--- config.mk ---
export PLATFORM = sky130hd
export DESIGN_NAME = cpu_ctrl_unit
export DESIGN_NICKNAME = d
export VERILOG_FILES = /design/src/rtl/cpu_pkg.sv /design/src/rtl/cpu_instr_decode.sv /design/src/rtl/cpu_ctrl_unit.sv
export SDC_FILE = /design/constraint.sdc
export NUM_CORES = 1
export LEC_CHECK = 0
export CORE_UTILIZATION = 61
export CTS_CLUSTER_DIAMETER = 150
export CTS_CLUSTER_SIZE = 20
export DETAILED_ROUTE_END_ITERATION = 12
export DONT_BUFFER_PORTS = 1
export PLACE_DENSITY = 0.77
export SLEW_MARGIN = 10
export SYNTH_ARGS = -nofsm -noshare
export SYNTH_HDL_FRONTEND = slang
export SYNTH_SLANG_ARGS = --single-unit
--- constraint.sdc ---
create_clock -name clk -period 2.6 [get_ports clk]
set_input_delay 0.52 -clock clk [delete_from_list [all_inputs] [get_ports clk]]
set_output_delay 0.52 -clock clk [all_outputs]
set_load 0.03 [all_outputs]
--- src/rtl/cpu_pkg.sv ---
// Shared definitions for the CPU control unit: opcodes, FSM states, instruction fields.
package cpu_pkg;

  localparam logic [3:0] OP_NOP   = 4'h0;
  localparam logic [3:0] OP_MOV   = 4'h1;
  localparam logic [3:0] OP_ADD   = 4'h2;
  localparam logic [3:0] OP_SUB   = 4'h3;
  localparam logic [3:0] OP_STORE = 4'h4;
  localparam logic [3:0] OP_JMP   = 4'h5;
  localparam logic [3:0] OP_HALT  = 4'hF;

  localparam logic [4:0] CS_ADDER_OUT = 5'd16;
  localparam logic [4:0] CS_ZERO      = 5'd17;

  localparam int unsigned OP_LSB  = 28;
  localparam int unsigned RD_LSB  = 24;
  localparam int unsigned RS1_LSB = 20;
  localparam int unsigned RS2_LSB = 16;
  localparam int unsigned IMM_LSB = 0;

  typedef enum logic [2:0] {
    StIdle, StFetch, StDecode, StEx1, StEx2, StWb, StBus, StHalt
  } state_e;

  typedef enum logic [2:0] {
    OpcNop, OpcMov, OpcAdd, OpcSub, OpcStore, OpcJmp, OpcHalt
  } op_class_e;

endpackage

--- src/rtl/cpu_instr_decode.sv ---
// Combinational instruction decoder: splits a 32-bit word into op class and operand fields.
module cpu_instr_decode
  import cpu_pkg::*;
(
  input  logic [31:0] instr,
  output op_class_e   op_class,
  output logic [15:0] rd_oh,
  output logic [3:0]  rs1,
  output logic [3:0]  rs2,
  output logic [15:0] imm,
  output logic        illegal
);

  logic [3:0] op;
  logic [3:0] rd;

  always_comb begin
    op       = instr[OP_LSB +: 4];
    rd       = instr[RD_LSB +: 4];
    rs1      = instr[RS1_LSB +: 4];
    rs2      = instr[RS2_LSB +: 4];
    imm      = instr[IMM_LSB +: 16];
    rd_oh    = 16'h0001 << rd;
    illegal  = 1'b0;
    op_class = OpcNop;
    case (op)
      OP_NOP:   op_class = OpcNop;
      OP_MOV:   op_class = OpcMov;
      OP_ADD:   op_class = OpcAdd;
      OP_SUB:   op_class = OpcSub;
      OP_STORE: op_class = OpcStore;
      OP_JMP:   op_class = OpcJmp;
      OP_HALT:  op_class = OpcHalt;
      // Undefined opcodes run as NOP but are flagged.
      default: begin
        op_class = OpcNop;
        illegal  = 1'b1;
      end
    endcase
  end

endmodule

--- src/rtl/cpu_ctrl_unit.sv ---
// Multi-cycle sequencing FSM: fetches from ROM and drives all datapath and bus controls.
module cpu_ctrl_unit
  import cpu_pkg::*;
#(
  parameter logic [31:0] RESET_PC = 32'd0,
  parameter logic [31:0] PC_INC   = 32'd1
) (
  input  logic        clk,
  input  logic        rst_n,
  input  logic        run,
  input  logic [31:0] rom_in,
  output logic [31:0] rom_addr,
  input  logic        slave_ready,
  output logic [4:0]  cs,
  output logic [15:0] reg_en,
  output logic        adder_in_en,
  output logic        adder_out_en,
  output logic        add_sub_mode,
  output logic        addr_en,
  output logic        wdata_en,
  output logic        bus_valid,
  output logic        halted,
  output logic        illegal
);

  state_e      state_q, state_d;
  logic [31:0] pc_q, pc_d;
  logic [31:0] ir_q, ir_d;
  logic        illegal_q, illegal_d;

  logic [31:0] dec_in;
  op_class_e   dec_class;
  logic [15:0] dec_rd_oh;
  logic [3:0]  dec_rs1;
  logic [3:0]  dec_rs2;
  logic [15:0] dec_imm;
  logic        dec_illegal;

  // In DECODE the fresh ROM word is decoded; every later state works from IR.
  assign dec_in = (state_q == StDecode) ? rom_in : ir_q;

  cpu_instr_decode u_decode (
    .instr    (dec_in),
    .op_class (dec_class),
    .rd_oh    (dec_rd_oh),
    .rs1      (dec_rs1),
    .rs2      (dec_rs2),
    .imm      (dec_imm),
    .illegal  (dec_illegal)
  );

  always_comb begin
    state_d      = state_q;
    pc_d         = pc_q;
    ir_d         = ir_q;
    illegal_d    = illegal_q;
    cs           = CS_ZERO;
    reg_en       = '0;
    adder_in_en  = 1'b0;
    adder_out_en = 1'b0;
    add_sub_mode = 1'b1;
    addr_en      = 1'b0;
    wdata_en     = 1'b0;
    bus_valid    = 1'b0;
    halted       = 1'b0;
    unique case (state_q)
      StIdle: if (run) state_d = StFetch;
      StFetch: state_d = run ? StDecode : StIdle;
      StDecode: begin
        ir_d = rom_in;
        pc_d = (dec_class == OpcJmp) ? {16'h0000, dec_imm} : pc_q + PC_INC;
        if (dec_illegal) illegal_d = 1'b1;
        case (dec_class)
          OpcMov, OpcAdd, OpcSub, OpcStore: state_d = StEx1;
          OpcHalt:                          state_d = StHalt;
          default:                          state_d = StFetch;
        endcase
      end
      StEx1: begin
        cs      = {1'b0, dec_rs1};
        state_d = StFetch;
        case (dec_class)
          OpcMov:         reg_en = dec_rd_oh;
          OpcAdd, OpcSub: begin adder_in_en = 1'b1; state_d = StEx2; end
          OpcStore:       begin addr_en = 1'b1; state_d = StEx2; end
          default:        ;
        endcase
      end
      StEx2: begin
        cs      = {1'b0, dec_rs2};
        state_d = StFetch;
        case (dec_class)
          OpcAdd, OpcSub: begin
            add_sub_mode = (dec_class == OpcAdd);
            adder_out_en = 1'b1;
            state_d      = StWb;
          end
          OpcStore: begin wdata_en = 1'b1; state_d = StBus; end
          default:  ;
        endcase
      end
      StWb: begin
        cs      = CS_ADDER_OUT;
        reg_en  = dec_rd_oh;
        state_d = StFetch;
      end
      StBus: begin
        bus_valid = 1'b1;
        if (slave_ready) state_d = StFetch;
      end
      StHalt: halted = 1'b1;
      default: state_d = StIdle;
    endcase
  end

  always_ff @(posedge clk) begin
    if (!rst_n) begin
      state_q   <= StIdle;
      pc_q      <= RESET_PC;
      ir_q      <= '0;
      illegal_q <= 1'b0;
    end else begin
      state_q   <= state_d;
      pc_q      <= pc_d;
      ir_q      <= ir_d;
      illegal_q <= illegal_d;
    end
  end

  assign rom_addr = pc_q;
  assign illegal  = illegal_q;

endmodule

==> metrics.md, run 1 <==
| Metric | Value |
|---|---|
| Worst setup EP type | `output pin` |
| Footprint of the multi-input gates | `~1900 um^2` |
| Synth unique cells | `55` |
| Worst Hold Depth | `1` |
| RSZ-0062 raised after global routing | `true` |
| Hold Path Class | `primary input to flip-flop` |
| Worst Path Buf+Inv | `3` |
| RR Startpoint | `state_q[0]` |
| Syn nets | `450` |
| Die area | `roughly 5400 um^2` |
| WP data arrival | `2030 ps` |
| Syn. warnings | `0` |
| Antenna-violating nets left | `0` |
| Grt ovf | `0` |
| Number of synthesized flops with an enable pin | `0` |
| Initial core utilization | `0.645` |
| Fraction of layout cells with a size suffix above 1 | `0.194` |
| Vias | `about 3100` |
| Register Area | `1040 um^2` |
| First-pass GRT wire length | `between 10000 and 15000 um` |
| Worst-path clk slew | `roughly 100 ps` |
| Final setup viols | `0` |
| Actual slew at the worst max-slew pin | `504 ps` |
| R2R setup slack | `between 400 and 500 ps` |
| Worst Reg2Reg Path Length in Cells | `8` |
| Syn_area_per_cell | `~7.6 um^2` |
| Hold path start | `rst_n` |
| CP required | `2080 ps` |
| Startpoint Class | `flip-flop` |
| Dpl ws | `-76.3 ps` |
| Mapped Area | `3110 um^2` |
| Hold endpoint | `rom_addr[9]` |
| Drt wl/cell | `16.2 um` |
| Die Wd | `about 73 um` |
| Final hold viol count | `0` |
| # H-tree levels | `2` |
| Setup CP Type | `flip-flop to output pin` |
| Detailed-route DRC error count | `0` |
| Crit-path cells | `inv_2, ha_4, and4bb_2, a31oi_2, o31ai_2, buf_4, nand2_2, nor2_1, buf_4` |
| Sequential share of the synthesized area | `0.335` |
| Leakage | `approximately 1.3 nW` |
| Ant diodes | `0` |
| Row count | `25` |
| Ports | `a little under 100` |
| Core Region | `between 4000 and 5000 um^2` |
| Status | `complete, no violations` |
| Pwr Density | `roughly 440 nW/um^2` |
| Max cap viols | `0` |
| Via density | `6.09` |
| Sink Count | `52` |
| Input/output buffers | `0` |
| Worst setup margin | `51.5 ps` |
| Setup_tns | `0 ps` |
| Bufs on Longest Clock Path | `2` |
| Design Area, Final | `about 3600 um^2` |
| Fin crit period | `around 2500 ps` |
| Final worst-path cycle share | `0.980` |
| Total Routed Length | `~8300 um` |
| CP max FO | `5` |
| Commonest non-fill, non-tap cell in the layout | `nand2_1` |
| Synthesis-stage register bit count | `52` |
| Clock skew | `approximately 14 ps` |
| Cell mode on critical path | `buf_4` |
| Relative slew slack | `0.662` |
| FMAX | `about 390 MHz` |
| Most frequent cells in the layout | `nand2_1, buf_4, nor2_1` |
| Reg2reg end | `rom_addr[27]` |
| Die H | `about 73 um` |
| Area Growth Syn to Fin | `17.1%` |
| Worst path slowest cell | `dfxtp_2` |
| TritonCTS buffer count | `5` |
| Asr flop ratio synth | `0` |
| Largest stage delay, worst path | `about 350 ps` |
| Vias in the first global route | `about 2800` |
| GRT Total Usage | `0.308` |
| Primary FF master, synth | `dfxtp_1` |
| Maximum vdd drop | `between 300 and 400 uV` |
| Final GP Congestion | `0.847` |
| Placed cell area | `3430 um^2` |
| Max-slew violations | `0` |
| Top delay family on crit path | `simple AND/OR/NAND/NOR gates` |
| DRT Pass-1 Iters | `4` |
| Nets | `484` |
| Cells after Synth | `slightly above 400` |
| Root Buffer | `clkbuf_8` |
| Pin count of the biggest net entering global routing | `28` |
| Antenna violations before repair | `0` |
| Clk_lat worst skew | `around 310 ps` |
| CTS tree | `yes` |
| Initial drt markers | `approximately 180` |
| Fill cells | `~400` |
| Dpl hpwl | `a little under 6000 um` |
-- final cells by class --
cell class | instances | area share
Sequential cell | 52 | 0.287
Clock buffer | 6 | 0.0227
Tap cell | 67 | 0.0230
Timing Repair Buffer | 54 | 0.111
Multi-Input combinational cell | 319 | 0.534
Clock inverter | 2 | 0.0107
Inverter | 11 | 0.0114
-- metrics by stage --
step	hold slack, ps	utilization	total power (W)	instances
floorplan	432	-	0.000970	409
global route	318	0.755	0.00165	511
detailed placement	444	0.712	0.00100	498
global placement	440	0.712	0.00100	498
CTS	322	0.745	0.00159	507
finish	327	0.755	0.00159	511
-- cell usage after synthesis (all sizes together) (2+ instances only) --
library cell,number,area [um^2]
nor2,53,201
o21ai,19,95.1
a31oi,8,50.1
ha,5,62.6
and3,4,25.0
o22ai,2,12.5
dfxtp,52,1040
clkbuf,17,63.8
and4,4,35.0
xor2,3,26.3
a21oi,25,125
a311oi,2,17.5
buf,11,73.8
o311a,2,20.0
and2b,2,17.5
mux2i,10,113
nor3,15,75.1
nor2b,3,18.8
o211a,2,20.0
or3,6,37.5
xnor2,15,131
nor4,13,113
inv,10,37.5
nor3b,7,52.6
a22oi,2,15.0
nand3,17,90.1
or2,2,12.5
o311ai,3,26.3
nand2b,3,26.3
a211oi,5,37.5
o32ai,2,17.5
o21a,4,30.0
and2,4,25.0
nand4,7,43.8
nand2,60,225
-- flip-flops by register name (all words and copies together) (netlist names) --
name / count
ir_q: 16
state_q: 3
rom_addr: 32
illegal: 1
-- report_power, final --
group | total [W] | internal, W | switching [W] | leakage, nW
clock network | 0.000587 | 0.000315 | 0.000272 | 0.0614
logic | 0.000181 | 0.0000709 | 0.000110 | 0.795
registers | 0.000823 | 0.000810 | 0.0000125 | 0.420
total | 0.00159 | 0.00120 | 0.000394 | 1.28
-- worst max path at each step --
stage | from | to | slack (ps) | cells after the start
after floorplan | state_q[0] | reg_en[11] | 2 | 8
after global placement | state_q[0] | reg_en[2] | 60 | 8
after detailed placement | state_q[0] | reg_en[14] | -80 | 8
after CTS | state_q[0] | reg_en[8] | 20 | 9
after global routing | state_q[0] | reg_en[0] | -20 | 9
final | state_q[0] | reg_en[15] | 50 | 9
-- routing by layer --
layer  vias to the layer above  wire [um]  track usage
met4                         0        180        0.124
met2                       121       4320        0.545
met5                         -          0            0
li1                       1525          -            -
met3                        18        568       0.0741
met1                      1446       3220        0.356
-- repair_timing --
action	CTS	global route
hold buffers	0	0
gates cloned	0	1
pin swaps	1	7
gates resized for setup	11	5
endpoints found under the setup margin	16	16
setup buffers	1	3
-- logic make-up after synthesis --
family,count (synthesis),synth area share
flip-flops,52,0.335
adder cells (fa/ha/maj),5,0.0201
XOR/XNOR,18,0.0507
AO/OA/AOI/OAI,81,0.164
AND/OR/NAND/NOR,204,0.337
buffers and inverters,39,0.0576
multiplexers,10,0.0362
Note: power is estimated with default switching activity, not from simulation.
==> run 2, diff against run 1 <==
Settings changed: SETUP_SLACK_MARGIN from default to 0.02, SYNTH_HIERARCHICAL from default to 1.
==> metrics.md, run 2 <==
| Metric | Value |
|---|---|
| Status | `finished with violations (was complete, no violations)` |
| Failing checks | `setup timing` |
| Cts hold-fix bufs | `0 (unchanged)` |
| Vias | `4027 (was 3110)` |
| Top delay family on crit path | `simple AND/OR/NAND/NOR gates (unchanged)` |
| WP data arrival | `2480 ps (was 2030 ps)` |
| Worst setup EP type | `output pin (unchanged)` |
| Pin count of the biggest net entering global routing | `34 (was 28)` |
| Fraction of layout cells with a size suffix above 1 | `0.324 (was 0.194)` |
| Worst-path clk slew | `80 ps (was 100 ps)` |
| Synth unique cells | `62 (was 55)` |
| Worst Path Buf+Inv | `4 (was 3)` |
| Cells after Synth | `528 (was 409)` |
| Drt wl/cell | `18.3 um (was 16.2 um)` |
| Core Region | `6100 um^2 (was 4820 um^2)` |
| Worst setup margin | `-399 ps (was 51.5 ps)` |
| Leakage | `2.02 nW (was 1.28 nW)` |
| Commonest non-fill, non-tap cell in the layout | `nand2_1 (unchanged)` |
| Top cells by area, synth | `dfxtp_1, nand2_1, a21oi_1, buf_4, nor2_1 (was dfxtp_1, nand2_1, nor2_1, xnor2_1, a21oi_1)` |
| Most frequent cells in the layout | `nand2_1, dfxtp_1, a21oi_1 (was nand2_1, buf_4, nor2_1)` |
| Top cell type's share of synthesized area | `0.345 (was 0.335)` |
| Antenna-violating nets left | `0 (unchanged)` |
| Relative slew slack | `0.572 (was 0.662)` |
| Die Wd | `82.4 um (was 73.4 um)` |
| Ant diodes | `0 (unchanged)` |
| # H-tree levels | `3 (was 2)` |
| Root Buffer | `clkbuf_8 (unchanged)` |
| Max-slew violations | `0 (unchanged)` |
| Detailed-route DRC error count | `0 (unchanged)` |
| Dpl hpwl | `6880 um (was 5900 um)` |
| Via density | `6.26 (was 6.09)` |
| Total power | `0.00309 W (was 0.00159 W)` |
| Dpl ws | `-95.1 ps (was -76.3 ps)` |
| Worst path slowest cell | `dfxtp_2 (unchanged)` |
| CP max FO | `8 (was 5)` |
| Antenna violations before repair | `0 (unchanged)` |
| Nets | `604 (was 484)` |
| Final setup viols | `25 (was 0)` |
| Initial drt markers | `289 (was 178)` |
| RSZ-0062 raised after global routing | `true (unchanged)` |
| Clk_lat worst skew | `340 ps (was 310 ps)` |
| Area Growth Syn to Fin | `30.4% (was 17.1%)` |
| Clock skew | `14.1 ps (was 13.8 ps)` |
| Register share of total power | `0.367 (was 0.517)` |
| Gate power share | `0.275 (was 0.114)` |
| Synthesis-stage register bit count | `68 (was 52)` |
| Commonest cells post-synth | `nand2_1, dfxtp_1, a21oi_1 (was nand2_1, dfxtp_1, nor2_1)` |
| Fill cells | `349 (was 395)` |
| Primary FF master, synth | `dfxtp_1 (unchanged)` |
| Vias in the first global route | `3614 (was 2830)` |
| Sequential share of the synthesized area | `0.345 (was 0.335)` |
| Fin crit period | `3000 ps (was 2550 ps)` |
| Asr flop ratio synth | `0 (unchanged)` |
| Setup CP Type | `flip-flop to output pin (unchanged)` |
| Hold Path Class | `primary input to flip-flop (unchanged)` |
| Syn. warnings | `6 (was 0)` |
| CTS tree | `yes (unchanged)` |
| Number of synthesized flops with an enable pin | `0 (unchanged)` |
| Ports | `97 (unchanged)` |
| Final GP Congestion | `0.877 (was 0.847)` |
| Syn_area_per_cell | `7.47 um^2 (was 7.60 um^2)` |
| Startpoint Class | `flip-flop (unchanged)` |
| Initial core utilization | `0.647 (was 0.645)` |
| Input/output buffers | `0 (unchanged)` |
| FMAX | `333 MHz (was 392 MHz)` |
| Setup_tns | `-7200 ps (was 0 ps)` |
| Fin cells | `643 (was 511)` |
| Max cap viols | `0 (unchanged)` |
| Actual slew at the worst max-slew pin | `641 ps (was 504 ps)` |
| Cell with the most instances after synthesis | `nand2_1 (unchanged)` |
| Net Switching | `0.000969 W (was 0.000394 W)` |
| Pwr Density | `601 nW/um^2 (was 437 nW/um^2)` |
| Crit-path cells | `inv_2, ha_4, nor2b_4, nand2_4, nand2_4, and4_4, or2_4, inv_4, a32oi_4, buf_12, nor2b_2, buf_6 (was inv_2, ha_4, and4bb_2, a31oi_2, o31ai_2, buf_4, nand2_2, nor2_1, buf_4)` |
| Cell mode on critical path | `nand2_4 (was buf_4)` |
| Cells after DPL | `601 (was 498)` |
| First-pass GRT wire length | `17000 um (was 12900 um)` |
| Sink Count | `68 (was 52)` |
| Switching share of power | `0.313 (was 0.248)` |
| Largest stage delay, worst path | `330 ps (was 350 ps)` |
| TritonCTS buffer count | `9 (was 5)` |
| Die H | `82.4 um (was 73.4 um)` |
| Clock power frac | `0.358 (was 0.369)` |
| Internal power | `0.00212 W (was 0.00120 W)` |
| DRT Pass-1 Iters | `7 (was 4)` |
| Maximum vdd drop | `556 uV (was 340 uV)` |
| Final hold viol count | `0 (unchanged)` |
| Total Routed Length | `11800 um (was 8280 um)` |
| GRT Total Usage | `0.330 (was 0.308)` |
| Final worst-path cycle share | `1.15 (was 0.980)` |
| Largest area contributor in the netlist | `dfxtp_1 (unchanged)` |
| Row count | `28 (was 25)` |
| Mapped Area | `3950 um^2 (was 3110 um^2)` |
| Grt ovf | `0 (unchanged)` |
| Die area | `6790 um^2 (was 5380 um^2)` |
| Bufs on Longest Clock Path | `2 (unchanged)` |
| Syn nets | `569 (was 450)` |
| CP required | `2080 ps (about the same)` |
-- run 2: changes by cell type in the layout (fill, tap and decap cells not counted), sizes merged, moves of 16 or more --
cell   previous run  this run
buf              54        71
nor2b             3        20
dfxtp            52        68
nand2            60       122
a21oi            25        56
-- run 2: what timing repair did --
item | 4_1_cts | 5_1_grt
endpoints found under the setup margin | 28 | 55
gates resized for setup | 28 | 46
cloned | 2 | 2
pin swaps | 12 | 31
setup buffers | 13 | 10
-- run 2: per-layer routing --
layer,share of wire,GRT usage,vias to the layer above,wire [um]
met5,0,0,-,0
met3,0.080,0.0659,34,937
met2,0.51,0.571,216,6060
li1,-,-,1877,-
met1,0.38,0.380,1900,4430
met4,0.029,0.177,0,342
-- run 2: kinds of logic (layout without fill, tap and decap cells) --
| group | Yosys count | count (layout) | share of synthesized area |
|---|---|---|---|
| simple gates | 274 | 274 | 0.354 |
| xor+xnor | 13 | 13 | 0.0289 |
| buf+inv | 58 | 98 | 0.0850 |
| fa+ha+maj | 5 | 5 | 0.0159 |
| compound gates | 105 | 105 | 0.158 |
| mux | 5 | 5 | 0.0133 |
| flops | 68 | 68 | 0.345 |
-- run 2: metrics by stage --
| step | hold WS, ps | instance area, um^2 | utilization |
|---|---|---|---|
| final | 300 | 5140 | 0.844 |
| after global routing | 291 | 5140 | 0.844 |
| after CTS | 299 | 4870 | 0.799 |
| after detailed placement | 457 | 4360 | 0.716 |
| after global placement | 450 | 4360 | 0.716 |
| after floorplan | 444 | 4230 | - |
-- run 2: layout make-up --
cell class                      count  area [um^2]  share of cell area
Multi-Input combinational cell    402         2660               0.517
Sequential cell                    68         1360               0.265
Timing Repair Buffer               74          744               0.145
Clock buffer                       11          141              0.0275
Clock inverter                      5          108              0.0209
Tap cell                           75         93.8              0.0182
Inverter                            8         32.5             0.00632
-- run 2: final timing paths --
check	slack [ps]	depth (start not counted)	endpoint	startpoint
setup / recovery	-400	12	reg_en[8]	state_q[0]
hold / removal	300	2	rom_addr[6]	rst_n
setup reg to reg	-60	14	rom_addr[10]	state_q[0]
hold reg to reg	470	2	ir_q[10]	ir_q[10]
-- run 2: power groups by stage --
stage | sequential, W | combinational, W | clock [W]
CTS | 0.00113 | 0.000768 | 0.00110
global route | 0.00114 | 0.000917 | 0.00115
finish | 0.00113 | 0.000851 | 0.00111
floorplan | 0.00117 | 0.000585 | 0
global placement | 0.00115 | 0.000652 | 0
detailed placement | 0.00116 | 0.000667 | 0
==> run 3, diff against run 2 <==
Settings changed: CORE_ASPECT_RATIO from default to 1.25, SETUP_SLACK_MARGIN 0.02 to 0.5.
==> metrics.md, run 3 (synthesized netlist as in run 2, its figures left out) <==
| Metric | Value |
|---|---|
| Status | `finished with violations (unchanged)` |
| Failing checks | `setup timing (unchanged)` |
| FMAX | `331 MHz (was 333 MHz)` |
| Die area | `6790 um^2 (about the same)` |
| CP max FO | `8 (unchanged)` |
| Ant diodes | `0 (unchanged)` |
| Sink Count | `68 (unchanged)` |
| Hold Path Class | `primary input to flip-flop (unchanged)` |
| Core Region | `6210 um^2 (was 6100 um^2)` |
| Die H | `91.9 um (was 82.4 um)` |
| Vias | `4114 (was 4027)` |
| Maximum vdd drop | `488 uV (was 556 uV)` |
| Final setup viols | `39 (was 25)` |
| Pwr Density | `582 nW/um^2 (was 601 nW/um^2)` |
| Ports | `97 (unchanged)` |
| Start point of the critical path | `state_q[0] (unchanged)` |
| Row count | `32 (was 28)` |
| Total Routed Length | `12600 um (was 11800 um)` |
| RR Startpoint | `state_q[0] (unchanged)` |
| DRT Pass-1 Iters | `8 (was 7)` |
| Clk_lat worst skew | `360 ps (was 340 ps)` |
| Dpl ws | `-34.1 ps (was -95.1 ps)` |
| Root Buffer | `clkbuf_8 (unchanged)` |
| Actual slew at the worst max-slew pin | `629 ps (was 641 ps)` |
| Fill cells | `316 (was 349)` |
| Leakage | `2.04 nW (was 2.02 nW)` |
| Area Growth Syn to Fin | `36.5% (was 30.4%)` |
| Antenna-violating nets left | `0 (unchanged)` |
| Worst-path clk slew | `70 ps (was 80 ps)` |
| CTS tree | `yes (unchanged)` |
| Final hold viol count | `0 (unchanged)` |
| Commonest non-fill, non-tap cell in the layout | `nand2_1 (unchanged)` |
| Die Wd | `73.9 um (was 82.4 um)` |
| Dpl hpwl | `6900 um (was 6880 um)` |
| Fin crit period | `3030 ps (was 3000 ps)` |
| Drt wl/cell | `19.3 um (was 18.3 um)` |
| Relative slew slack | `0.580 (was 0.572)` |
| Startpoint Class | `flip-flop (unchanged)` |
| Hold path start | `rst_n (unchanged)` |
| Worst Setup EP | `reg_en[11] (was reg_en[8])` |
| Nets | `606 (was 604)` |
| First-pass GRT wire length | `17300 um (was 17000 um)` |
| Final worst-path cycle share | `1.16 (was 1.15)` |
| GRT Total Usage | `0.331 (was 0.330)` |
| Reg2reg end | `rom_addr[10] (unchanged)` |
| WP data arrival | `2510 ps (was 2480 ps)` |
| Fraction of layout cells with a size suffix above 1 | `0.371 (was 0.324)` |
| Worst setup margin | `-425 ps (was -399 ps)` |
| TritonCTS buffer count | `9 (unchanged)` |
| Via density | `6.29 (was 6.26)` |
| Post-Route Utilization | `0.868 (was 0.844)` |
| R2R setup slack | `-140 ps (was -60 ps)` |
| Grt ovf | `0 (unchanged)` |
| Most frequent cells in the layout | `nand2_1, dfxtp_1, a21oi_1 (unchanged)` |
| Vias in the first global route | `3702 (was 3614)` |
| Bufs on Longest Clock Path | `2 (unchanged)` |
| Max cap viols | `0 (unchanged)` |
| Worst setup EP type | `output pin (unchanged)` |
| Antenna violations before repair | `0 (unchanged)` |
| Initial drt markers | `320 (was 289)` |
| CP required | `2080 ps (about the same)` |
| Final GP Congestion | `0.841 (was 0.877)` |
| Clock skew | `9.98 ps (was 14.1 ps)` |
| # H-tree levels | `3 (unchanged)` |
| Detailed-route DRC error count | `0 (unchanged)` |
| Pin count of the biggest net entering global routing | `37 (was 34)` |
| Worst Reg2Reg Path Length in Cells | `15 (was 14)` |
| Max-slew violations | `0 (unchanged)` |
| Input/output buffers | `0 (unchanged)` |
| Initial core utilization | `0.636 (was 0.647)` |
| Setup CP Type | `flip-flop to output pin (unchanged)` |
| RSZ-0062 raised after global routing | `true (unchanged)` |
[run 3: cell types whose count changed in the layout (fill, tap and decap cells not counted), moves of 5 or more]
cell / previous run / this run
o21ai_0: 13 / 6
nor2b_4: 13 / 19
o21ai_2: 1 / 6
nor2b_2: 5 / 0
[run 3: worst min path at each step]
stage / to / slack, ps / cells past startpoint
floorplan: ir_q[28] / 440 / 2
global placement: ir_q[16] / 450 / 2
detailed placement: ir_q[27] / 460 / 2
CTS: rom_addr[14] / 290 / 2
global route: rom_addr[14] / 300 / 2
finish: rom_addr[14] / 290 / 2
[run 3: critical path, stage by stage, from the launching register on]
cell	delay (ps)
dfxtp_2	350
inv_2	50
ha_4	150
buf_4	150
nand2b_4	120
nand2_1	100
nand2_2	90
and4_4	250
or2_4	140
inv_4	40
a32oi_4	310
buf_12	200
nor2b_4	50
buf_6	130
[run 3: metal layers]
layer	up-vias	share of wire	GRT usage
met5	-	0	0
met4	0	0.041	0.168
met3	55	0.074	0.0846
met2	237	0.52	0.564
met1	1941	0.36	0.370
li1	1881	-	-
[run 3: cell type report]
class | instances | area [um^2] | share of cell area
multi-input cells | 403 | 2870 | 0.533
clock buffers | 9 | 124 | 0.0230
clock inverters | 6 | 114 | 0.0211
flip-flops and latches | 68 | 1370 | 0.254
well taps | 85 | 106 | 0.0198
repair buffers | 75 | 774 | 0.144
inverters | 8 | 32.5 | 0.00604
[run 3: through the flow]
step | std cells | TNS (ps) | hold WS [ps] | power (W) | area, um^2
final | 654 | -9090 | 294 | 0.00313 | 5380
after CTS | 638 | -7190 | 294 | 0.00298 | 5050
after detailed placement | 608 | -143 | 456 | 0.00186 | 4440
after floorplan | 528 | -1620 | 444 | 0.00177 | 4330
after global placement | 608 | 0 | 450 | 0.00184 | 4440
after global routing | 654 | -12320 | 295 | 0.00324 | 5380
[run 3: timing repair]
action | CTS | global route
setup endpoints to repair | 61 | 61
gates cloned | 2 | 2
hold buffers | 0 | 0
pin swaps | 21 | 20
setup buffers | 13 | 14
gates resized for setup | 61 | 39
hold endpoints to repair | 0 | 0
[run 3: power breakdown]
group | internal (W) | total, W | switching (W)
registers | 0.00110 | 0.00114 | 0.0000352
clock network | 0.000633 | 0.00107 | 0.000433
logic | 0.000374 | 0.000930 | 0.000557
total | 0.00211 | 0.00313 | 0.00103
